$ cat src/rtl/packet_injector_if.sv
// Flit bus between the packet injector and a router input port.
interface packet_injector_if;
    logic [17:0] flit_out;
    logic        flit_valid;
    logic        flit_ready;

    modport master (
        output flit_out,
        output flit_valid,
        input  flit_ready
    );

    modport slave (
        input  flit_out,
        input  flit_valid,
        output flit_ready
    );
endinterface

$ cat src/rtl/packet_injector.sv
// Turns a processor job word into a numbered sequence of flits on a valid/ready bus.
// Optional macro INJ_PARITY_EN: flit bit 8 carries even parity and the payload counter is 8 bits.
module packet_injector #(
    parameter logic [1:0] NODE_ID = 2'd0
) (
    input  logic                      clock,
    input  logic                      reset,
    input  logic [10:0]               configure,
    input  logic                      block,
    packet_injector_if.master         flit,
    output logic                      busy,
    output logic                      done,
    output logic [7:0]                sent_count
);

    localparam logic [1:0] IDLE = 2'd0;
    localparam logic [1:0] SEND = 2'd1;
    localparam logic [1:0] DONE = 2'd2;

    logic [1:0]  state_reg, state_next;
    logic [1:0]  dest_reg, dest_next;
    logic [7:0]  count_reg, count_next;
    logic [7:0]  sent_reg, sent_next;
    logic [17:0] flit_reg, flit_next;
    logic        valid_reg, valid_next;
    logic [7:0]  sent_inc;

    // Flit for the idx-th packet of the job; seq is the low five bits of idx.
    function automatic logic [17:0] build_flit(input logic [1:0] dest, input logic [7:0] idx);
        logic [17:0] f;
`ifdef INJ_PARITY_EN
        logic [7:0] payload;
        payload = idx + 8'd1;
        f = {dest, NODE_ID, idx[4:0], 1'b0, payload};
        f[8] = ^{f[17:9], f[7:0]};
`else
        logic [8:0] payload;
        payload = {1'b0, idx} + 9'd1;
        f = {dest, NODE_ID, idx[4:0], payload};
`endif
        return f;
    endfunction

    assign sent_inc = sent_reg + 8'd1;

    always_comb begin
        state_next = state_reg;
        dest_next  = dest_reg;
        count_next = count_reg;
        sent_next  = sent_reg;
        flit_next  = flit_reg;
        valid_next = valid_reg;
        case (state_reg)
            IDLE: begin
                if (configure[0]) begin
                    dest_next  = configure[2:1];
                    count_next = configure[10:3];
                    sent_next  = 8'd0;
                    if (configure[10:3] == 8'd0) begin
                        state_next = DONE;
                    end else begin
                        state_next = SEND;
                        if (!block) begin
                            valid_next = 1'b1;
                            flit_next  = build_flit(configure[2:1], 8'd0);
                        end
                    end
                end
            end
            SEND: begin
                if (valid_reg && flit.flit_ready) begin
                    sent_next  = sent_inc;
                    valid_next = 1'b0;
                    flit_next  = 18'd0;
                    if (sent_inc == count_reg) begin
                        state_next = DONE;
                    end else if (!block) begin
                        valid_next = 1'b1;
                        flit_next  = build_flit(dest_reg, sent_inc);
                    end
                end else if (!valid_reg && !block) begin
                    // A flit held off by block is raised once block drops.
                    valid_next = 1'b1;
                    flit_next  = build_flit(dest_reg, sent_reg);
                end
            end
            DONE: begin
                if (!configure[0]) begin
                    state_next = IDLE;
                end
            end
            default: begin
                state_next = IDLE;
                valid_next = 1'b0;
                flit_next  = 18'd0;
            end
        endcase
    end

    always_ff @(posedge clock or posedge reset) begin
        if (reset) begin
            state_reg <= IDLE;
            dest_reg  <= 2'd0;
            count_reg <= 8'd0;
            sent_reg  <= 8'd0;
            flit_reg  <= 18'd0;
            valid_reg <= 1'b0;
        end else begin
            state_reg <= state_next;
            dest_reg  <= dest_next;
            count_reg <= count_next;
            sent_reg  <= sent_next;
            flit_reg  <= flit_next;
            valid_reg <= valid_next;
        end
    end

    assign flit.flit_out   = flit_reg;
    assign flit.flit_valid = valid_reg;
    assign busy            = (state_reg == SEND);
    assign done            = (state_reg == DONE);
    assign sent_count      = sent_reg;

endmodule

$ cat src/flat_wrapper.sv
// flat-port wrapper written by rule: the top's interface ports become plain ports
module packet_injector_flat 
#(
    parameter logic [1:0] NODE_ID = 2'd0
)
  (clock, reset, configure, block, busy, done, sent_count, flit_flit_out, flit_flit_valid, flit_flit_ready);
  packet_injector_if flit_i ();
  input  logic clock;
  input  logic reset;
  input  logic [10:0] configure;
  input  logic block;
  output logic busy;
  output logic done;
  output logic [7:0] sent_count;
  output wire logic [$bits(flit_i.flit_out)-1:0] flit_flit_out;
  output wire logic [$bits(flit_i.flit_valid)-1:0] flit_flit_valid;
  input wire logic [$bits(flit_i.flit_ready)-1:0] flit_flit_ready;
  assign flit_flit_out = flit_i.flit_out;
  assign flit_flit_valid = flit_i.flit_valid;
  assign flit_i.flit_ready = flit_flit_ready;
  packet_injector #(.NODE_ID(NODE_ID)) u_core (.clock(clock), .reset(reset), .configure(configure), .block(block), .flit(flit_i), .busy(busy), .done(done), .sent_count(sent_count));
endmodule
$ cat config.mk
export PLATFORM = sky130hd
export DESIGN_NAME = packet_injector_flat
export DESIGN_NICKNAME = d
export VERILOG_FILES = /design/src/rtl/packet_injector_if.sv /design/src/rtl/packet_injector.sv /design/src/flat_wrapper.sv
export SDC_FILE = /design/constraint.sdc
export NUM_CORES = 1
export LEC_CHECK = 0
export CORE_UTILIZATION = 55
export CTS_CLUSTER_SIZE = 12
export DETAILED_ROUTE_END_ITERATION = 6
export PLACE_DENSITY = 0.88
export SLEW_MARGIN = 25
export SYNTH_ARGS = -nofsm -noshare
export SYNTH_HDL_FRONTEND = slang
export SYNTH_SLANG_ARGS = --single-unit
$ cat constraint.sdc
create_clock -name clock -period 3.6 [get_ports clock]
set_input_delay 0.54 -clock clock [delete_from_list [all_inputs] [get_ports clock]]
set_output_delay 0.54 -clock clock [all_outputs]
set_load 0.005 [all_outputs]
==> impl_metrics.csv <==
group,metric,value,unit
status,run_status,"completed",
setup_path,r2r-end,"u_core.flit.flit_out[17]",
global_routing,antenna_found_initial,0,
synth,ys_ff_latch,37,
global_routing,grt_pass1_wl,7.97,mm
routing,dr.first_iter.drc_count,134,
clock_network,cts_max_level,2,
die,core,3690,um^2
routing,routed_wl,4.72,mm
die,fp.dieH,64.2,um
die,initial_core_util,0.577,
power,ir_worst_vdd,0.465,mV
synth,syn-cell-area,2130,um^2
clock_network,post-cts-setup-buffer-count,0,
timing,max_freq,364,MHz
setup_path,crit_family,"compound AO/OA/AOI/OAI gates",
setup_path,end_kind,"flop",
die,pin_count,44,
setup_path,crit_cells,8,
synth,ys_warn_count,0,
synth,ys_seq_area_frac,0.435,
layout,num_antenna_cells,0,
setup_path,r2r_cells,8,
timing,skew,6.01,ps
routing,drc,0,
synth,synth_xor_xnor_area_share,0.0976,
timing,max_slew_margin,0.523,
layout,mostFrequentLayoutCells,"clkdlybuf4s50_1 (41), dfrtp_1 (37), nand2_1 (30)",
clock_network,cts_resized,0,
routing,routedWlPerCell,15.3,um
global_routing,grt_max_degree,38,
clock_network,clkLatencyLatePin,290,ps
setup_path,r2r_slack,850,ps
setup_path,cpMaxStageDelayCell,"dfrtp_1",
power,p_switching,705,uW
setup_path,critPathMaxFanout,12,
synth,avgSynthCellArea,9.62,um^2
power,power_frac_clock,0.153,
clock_network,clock_path_buffers,2,
global_routing,grt_usage,0.257,
clock_network,cts_made_buffers,5,
die,rows,22,
timing,whs,487,ps
timing,rsz0062_at_grt,"no",
clock_network,postCtsHoldBufs,0,
power,p_leak,0.00110,uW
setup_path,worstPathCellList,"inv_1 > ha_1 > xor2_1 > nand3_1 > nor4_2 > a41oi_2 > o211ai_4 > o221ai_1",
routing,vias,1792,
clock_network,clkTransAtPathRegs,70,ps
power,combPwrFrac,0.459,
setup_path,cp-start-kind,"flop",
flow_run,drv_cap,0,
setup_path,reg2reg_from,"u_core.sent_count[0]",
synth,synth_top_family_by_area,"compound AO/OA/AOI/OAI gates",
setup_path,critPathKind,"flop to flop",
synth,synth_flop_cell,"dfrtp_1",
die,dieArea,4120,um^2
layout,largest_reg_flops,16,
timing,min_period,2750,ps
synth,synth.area.mux_share,0.0476,
setup_path,crit_path_end,"u_core.flit.flit_out[17]",
clock_network,numClockSinks,37,
synth,async_reset_ff_frac,1.00,
clock_network,cts_tree,"yes",
placed_design,routabilityCongestion,0.913,
setup_path,cp-startpoint,"u_core.sent_count[0]",
layout,area_delta_synth_final,23.2,%
setup_path,critPathMaxStageDelay,590,ps
synth,yosysUniqueCellTypes,47,
setup_path,cp.required,3730,ps
routing,drtPass1Iterations,4,
synth,synthAdderAreaFrac,0.0118,
global_routing,grt-ovfl-total,0,
power,pwr_density_cell,683,nW/um^2
synth,synth_edf_count,0,
global_routing,grt_pass1_vias,1714,
power,seqPwrFrac,0.388,
synth,synth_simple_gate_area_frac,0.176,
power,p_sw_frac,0.394,
timing,tns,0,ps
synth,synthCells,221,
routing,ant_nets,0,
timing,worstMarginPinSlew,716,ps
setup_path,cp_data_arrival_time,2880,ps
die,die_w,64.2,um
layout,final_nets,276,
setup_path,path_buf_inv,1,
timing,fin_crit_sh,0.763,
routing,drt-vias-per-instance,5.82,
timing,setup_viol,0,
synth,synth_compound_area_frac,0.176,
placed_design,dp_hpwl,3.55,mm
timing,final_max_slew_viol_count,0,
layout,final_common_cell,"clkdlybuf4s50_1",
placed_design,io_buffers,41,
power,p_int,1090,uW
clock_network,cts-root-buf,"clkbuf_8",
layout,drive_gt1_frac,0.104,
worst_hold_path,holdCritPathClass,"flop to flop",
layout,fillCellCount,296,
timing,hold_viol,0,
[cells by family (layout without fill, tap and decap cells)]
family	Yosys count	after routing
AO/OA/AOI/OAI	55	55
XOR/XNOR	19	19
adder cells (fa/ha/maj)	2	2
buffers and inverters	23	61
flip-flops	37	37
multiplexers	9	9
other	1	2
AND/OR/NAND/NOR	75	75
[synthesized netlist by cell type (2+ instances only)]
master	number	area share
nor2_1	15	0.026
a21oi_1	5	0.012
a31oi_1	3	0.0088
xnor2_1	10	0.041
o31ai_1	6	0.021
inv_1	10	0.018
xor2_1	6	0.025
nand2_1	30	0.053
a22oi_1	4	0.014
ha_1	2	0.012
nand3_1	3	0.0071
xnor3_1	3	0.032
clkbuf_1	4	0.0071
or4_1	2	0.0071
dfrtp_1	37	0.44
nand4_1	3	0.0088
nor3_1	3	0.0071
and3_1	3	0.0088
nor2b_1	2	0.0059
or2_2	2	0.0059
nand2b_1	3	0.0088
buf_2	4	0.0094
mux2_2	9	0.048
o21ai_0	26	0.061
buf_4	4	0.014
[worst min-delay path by stage]
stage | from | endpoint | slack, ps | depth (start not counted)
5_1_grt | u_core.flit.flit_out[5] | u_core.flit.flit_out[5] | 510 | 2
3_5_place_dp | u_core.flit.flit_out[5] | u_core.flit.flit_out[5] | 480 | 2
3_3_place_gp | u_core.flit.flit_out[3] | u_core.flit.flit_out[3] | 470 | 2
6_report | u_core.flit.flit_out[1] | u_core.flit.flit_out[1] | 490 | 2
2_1_floorplan | u_core.flit.flit_out[1] | u_core.flit.flit_out[1] | 470 | 2
4_1_cts | u_core.flit.flit_out[5] | u_core.flit.flit_out[5] | 490 | 2
[worst reg2reg max path, delay by kind of cell (launching register included)]
family          cells  cell delay, ps
xor+xnor            1             160
simple gates        2             560
flops               1             590
compound gates      3             700
fa+ha+maj           1             430
buf+inv             1             140
[cell type report]
class	count	area, um^2	share of cell area
flip-flops and latches	37	926	0.353
clock buffers	8	80.1	0.0306
repair buffers	43	425	0.162
well taps	48	60.1	0.0229
multi-input cells	162	1090	0.416
inverters	10	37.5	0.0143
[through the flow]
stage | power [uW] | cell area [um^2] | utilization | std cells | worst slack, ps
floorplan | 1240 | 2130 | - | 222 | 1370
global placement | 1480 | 2540 | 0.689 | 300 | 833
detailed placement | 1520 | 2540 | 0.689 | 300 | 753
CTS | 1800 | 2620 | 0.710 | 308 | 840
global route | 1920 | 2620 | 0.710 | 308 | 619
finish | 1790 | 2620 | 0.710 | 308 | 852
[metal layers]
layer	global-route usage	part of all wire
met5	0	0
met4	0.0889	0.013
met2	0.435	0.51
met1	0.317	0.42
met3	0.0679	0.055
[power groups by stage]
| stage | logic, uW | registers (uW) | clock network, uW |
|---|---|---|---|
| after floorplan | 617 | 625 | 0 |
| after global placement | 790 | 694 | 0 |
| after detailed placement | 821 | 700 | 0 |
| after CTS | 824 | 692 | 279 |
| after global routing | 902 | 714 | 300 |
| final | 822 | 694 | 274 |
Power figures use the tool's default switching activity.
==> patch 1, RTL diff (same flow settings) <==
Build with the macro `INJ_PARITY_EN` defined.
--- a/src/rtl/packet_injector.sv
+++ b/src/rtl/packet_injector.sv
@@ -1,5 +1,7 @@
 // Turns a processor job word into a numbered sequence of flits on a valid/ready bus.
 // Optional macro INJ_PARITY_EN: flit bit 8 carries even parity and the payload counter is 8 bits.
+`define INJ_PARITY_EN
+
 module packet_injector #(
     parameter logic [1:0] NODE_ID = 2'd0
 ) (
Formal check against the unedited RTL: not equivalent (a bounded check fails within 4 cycles, from zero or initial values and one cycle with reset high).
==> patch 1 against the original RTL <==
  * Die area is 9.5% higher
  * Final area is 9.6% higher
  * Total power is 33% higher
  * Critical endpoint is now u_core.flit.flit_out[8]
  * Worst setup slack worse by 0.43 ns
  * Largest cell class unchanged
  * Sequential cell count stayed put
  * Sequential share of layout area is 3.1 points lower
  * Synthesized area is 9.8% higher
  * Routed wire length is 20% higher
==> patch 1: results (changes against the original RTL) <==
status=completed; met2 usage=47.8% (+4.3 points); Hold Startpoint=u_core.flit.flit_out[2]; Layout clock area frac=4.05% (+0.99 points); skew final=0.00378 ns (-0.00223 ns); Plain + repair buffers=45 (+4.7%); gp weighted congestion=0.924 (+1.2%); # fillers=319 (+7.8%); VDD IR-drop max=494 uV (+6.2%); Max-slew headroom=55.0% (+2.8 points); met1 usage=34.8% (+3.1 points); post-detail-place hpwl=4.19 mm (+18%); met2 WL post-DR=2.85 mm (+19%); M3 GR Usage=7.26% (+0.48 points); maximum number of pins on one net before global-route repair=21 (-45%); WL met1=2.33 mm (+17%); number of vias in the routed layout=1,991 (+11%); initial drt markers=126 (-6.0%); met3 routed WL=356 um (+37%); CP Max Fanout=14 (+2); invs w/o clock=9 (-1); CP top delay family=XOR/XNOR gates; sequential cell area share=32.2% (-3.1 points); Multi-input gate area=1290 um^2 (+19%); synth top area cells=dfrtp_1 40%, xnor2_1 8.3%, nand2_1 5.9%; vias in the first global route=1,882 (+9.8%); arrival time at the worst endpoint=3.38 ns (+0.50 ns); slowest stage delay, CP=0.64 ns (+0.05 ns); Leak=1.22 nW (+11%); share of cells above drive strength 1=10.1% (-0.32 points); top cells by count, synth=37 x dfrtp_1, 37 x nand2_1, 23 x o21ai_0, 22 x xnor2_1, 18 x nor2_1; nets=307 (+11%)
patch 1: cell count changes after synthesis, moves of 4 or more:
| cell | unedited run | this run |
|---|---|---|
| a22oi_1 | 4 | 0 |
| nand2_1 | 30 | 37 |
| xnor2_1 | 10 | 22 |
| clkbuf_1 | 4 | 12 |
| mux2i_1 | 0 | 5 |
patch 1: logic make-up (layout without fill, tap and decap cells):
kind of cell,after synthesis,after routing,synth area share [%]
XOR/XNOR,32,32,14.4
multiplexers,15,15,6.97
buffers and inverters,27,62,5.09
AND/OR/NAND/NOR,87,87,17.7
other,1,2,0.161
flip-flops,37,37,39.7
AO/OA/AOI/OAI,48,48,13.3
adder cells (fa/ha/maj),5,5,2.68
patch 1: per-stage QoR:
step                      std cells  area, um^2  setup slack [ns]  hold slack (ns)
after floorplan                 253        2340             0.816            0.473
after global placement          330        2760             0.641            0.464
after detailed placement        330        2760             0.447            0.470
after CTS                       338        2870             0.389            0.486
after global routing            338        2870             0.169            0.508
final                           338        2870             0.423            0.485
patch 1: power groups by stage:
stage               logic [W]  registers, W  clock network [W]
global route          0.00141      0.000743           0.000394
global placement      0.00123      0.000720                  0
detailed placement    0.00127      0.000729                  0
finish                0.00129      0.000727           0.000373
CTS                   0.00129      0.000722           0.000375
floorplan            0.000955      0.000658                  0
patch 1: final timing paths:
path / cells past startpoint / end / slack (ns)
worst max-delay path: 11 / u_core.flit.flit_out[8] / 0.42
worst min-delay path: 2 / u_core.flit.flit_out[2] / 0.48
worst max register to register: 11 / u_core.flit.flit_out[8] / 0.42
worst min register to register: 2 / u_core.flit.flit_out[2] / 0.48
max in group asynchronous: 3 / u_core.sent_count[2] / 2.24
min in group asynchronous: 2 / u_core.dest_reg[0] / 0.65
==> patch 2, RTL diff (same settings) <==
Without the edit above. `flit_reg` no longer has a reset.
--- a/src/rtl/packet_injector.sv
+++ b/src/rtl/packet_injector.sv
@@ -103,16 +103,18 @@
             dest_reg  <= 2'd0;
             count_reg <= 8'd0;
             sent_reg  <= 8'd0;
-            flit_reg  <= 18'd0;
             valid_reg <= 1'b0;
         end else begin
             state_reg <= state_next;
             dest_reg  <= dest_next;
             count_reg <= count_next;
             sent_reg  <= sent_next;
-            flit_reg  <= flit_next;
             valid_reg <= valid_next;
         end
+    end
+
+    always_ff @(posedge clock) begin
+        flit_reg <= flit_next;
     end
 
     assign flit.flit_out   = flit_reg;
Check against the original RTL: not equivalent (Yosys sat finds a counterexample within 4 cycles, from zero or initial values and one cycle with reset high).
==> patch 2 against the original RTL <==
  * Sequential cell count stayed put
  * Worst setup slack worse by 0.17 ns
  * Total power is 8.1% higher
  * Final area is 1.6% higher
  * Synthesized area is 1.7% higher
  * Hold slack better by 0.027 ns
  * Routed wire length is 3.6% lower
  * Largest cell class unchanged
  * Largest power group unchanged
  * Highest routed layer unchanged
==> patch 2: results (changes against the original RTL) <==
count of different cell masters after synthesis=51 (+8.5%); maximum number of pins on one net before global-route repair=22 (-42%); vias in the first global route=1,706 (-0.47%); gr usage total=25.2% (-0.52 points); # fillers=283 (-4.4%); placed instance area=2570 um^2 (+1.2%); Crit Reg-Reg Endpoint=u_core.flit.flit_out[12]; met2 usage=39.6% (-3.9 points); DR WL/cell=15.5 um (+0.94%); Post-synth EDFFs=16 (+16); Synth Area in XOR/XNOR=7.81% (-2.0 points); multi-input combinational area share=39.7% (-1.9 points); worst reg2reg setup slack=0.68 ns (-0.17 ns); Syn Inst Count=207 (-6.3%); Synth Area in Adders=1.16% (-0.020 points); nets=262 (-5.1%); gp weighted congestion=0.891 (-2.5%); post-synthesis compound-gate area fraction=19.5% (+1.9 points); pre-CTS setup slack=0.755 ns (+0.00201 ns); synth top area cells=dfrtp_1 24%, edfxtp_1 22%, mux2_2 4.7%; skew final=0.00731 ns (+0.00129 ns); storage element area=1010 um^2 (+8.6%); invs w/o clock=6 (-4); Max-slew headroom=49.4% (-2.9 points); multi-input gates=152 (-6.2%); M3 GR Usage=5.99% (-0.80 points); vias per inst=6.10 (+4.8%); worst hold path endpoint=u_core.dest_reg[0]; WL met1=1.86 mm (-7.0%); reg2reg path depth=7 (-1); multiplexer share of the synthesized area=5.61% (+0.85 points); VDD IR-drop max=458 uV (-1.5%); top cells by count, synth=22 x nor2_1, 21 x dfrtp_1, 17 x nand2_1, 16 x edfxtp_1, 16 x o21ai_0; first-pass GRT wire length=7.96 mm (about the same); Leak=1.01 nW (-8.5%); Async SR Flop Fraction=56.8% (-43 points); post-detail-place hpwl=3.29 mm (-7.3%); status=completed; non-clk buf share=16.0% (-0.25 points)
-- patch 2: changes by cell type in the layout (fill, tap and decap cells not counted), sizes merged, moves of 6 or more --
cell    unedited run  this run
o41ai              2         8
edfxtp             0        16
nand2             31        17
nor2              15        22
o21ai             27        17
dfrtp             37        21
-- patch 2: worst max-delay path by stage --
stage / cells after the start / endpoint / slack [ns]
3_5_place_dp: 7 / u_core.flit.flit_out[12] / 0.75
6_report: 7 / u_core.flit.flit_out[12] / 0.68
4_1_cts: 7 / u_core.flit.flit_out[12] / 0.70
3_3_place_gp: 7 / u_core.flit.flit_out[12] / 0.89
2_1_floorplan: 8 / u_core.flit.flit_out[8] / 1.20
5_1_grt: 7 / u_core.flit.flit_out[12] / 0.43
-- patch 2: report_power, final --
group | switching [W] | internal [W] | leakage (nW)
clock | 0.000139 | 0.000156 | 0.0455
sequential | 0.000140 | 0.000640 | 0.425
combinational | 0.000411 | 0.000449 | 0.536
total | 0.000690 | 0.00124 | 1.01
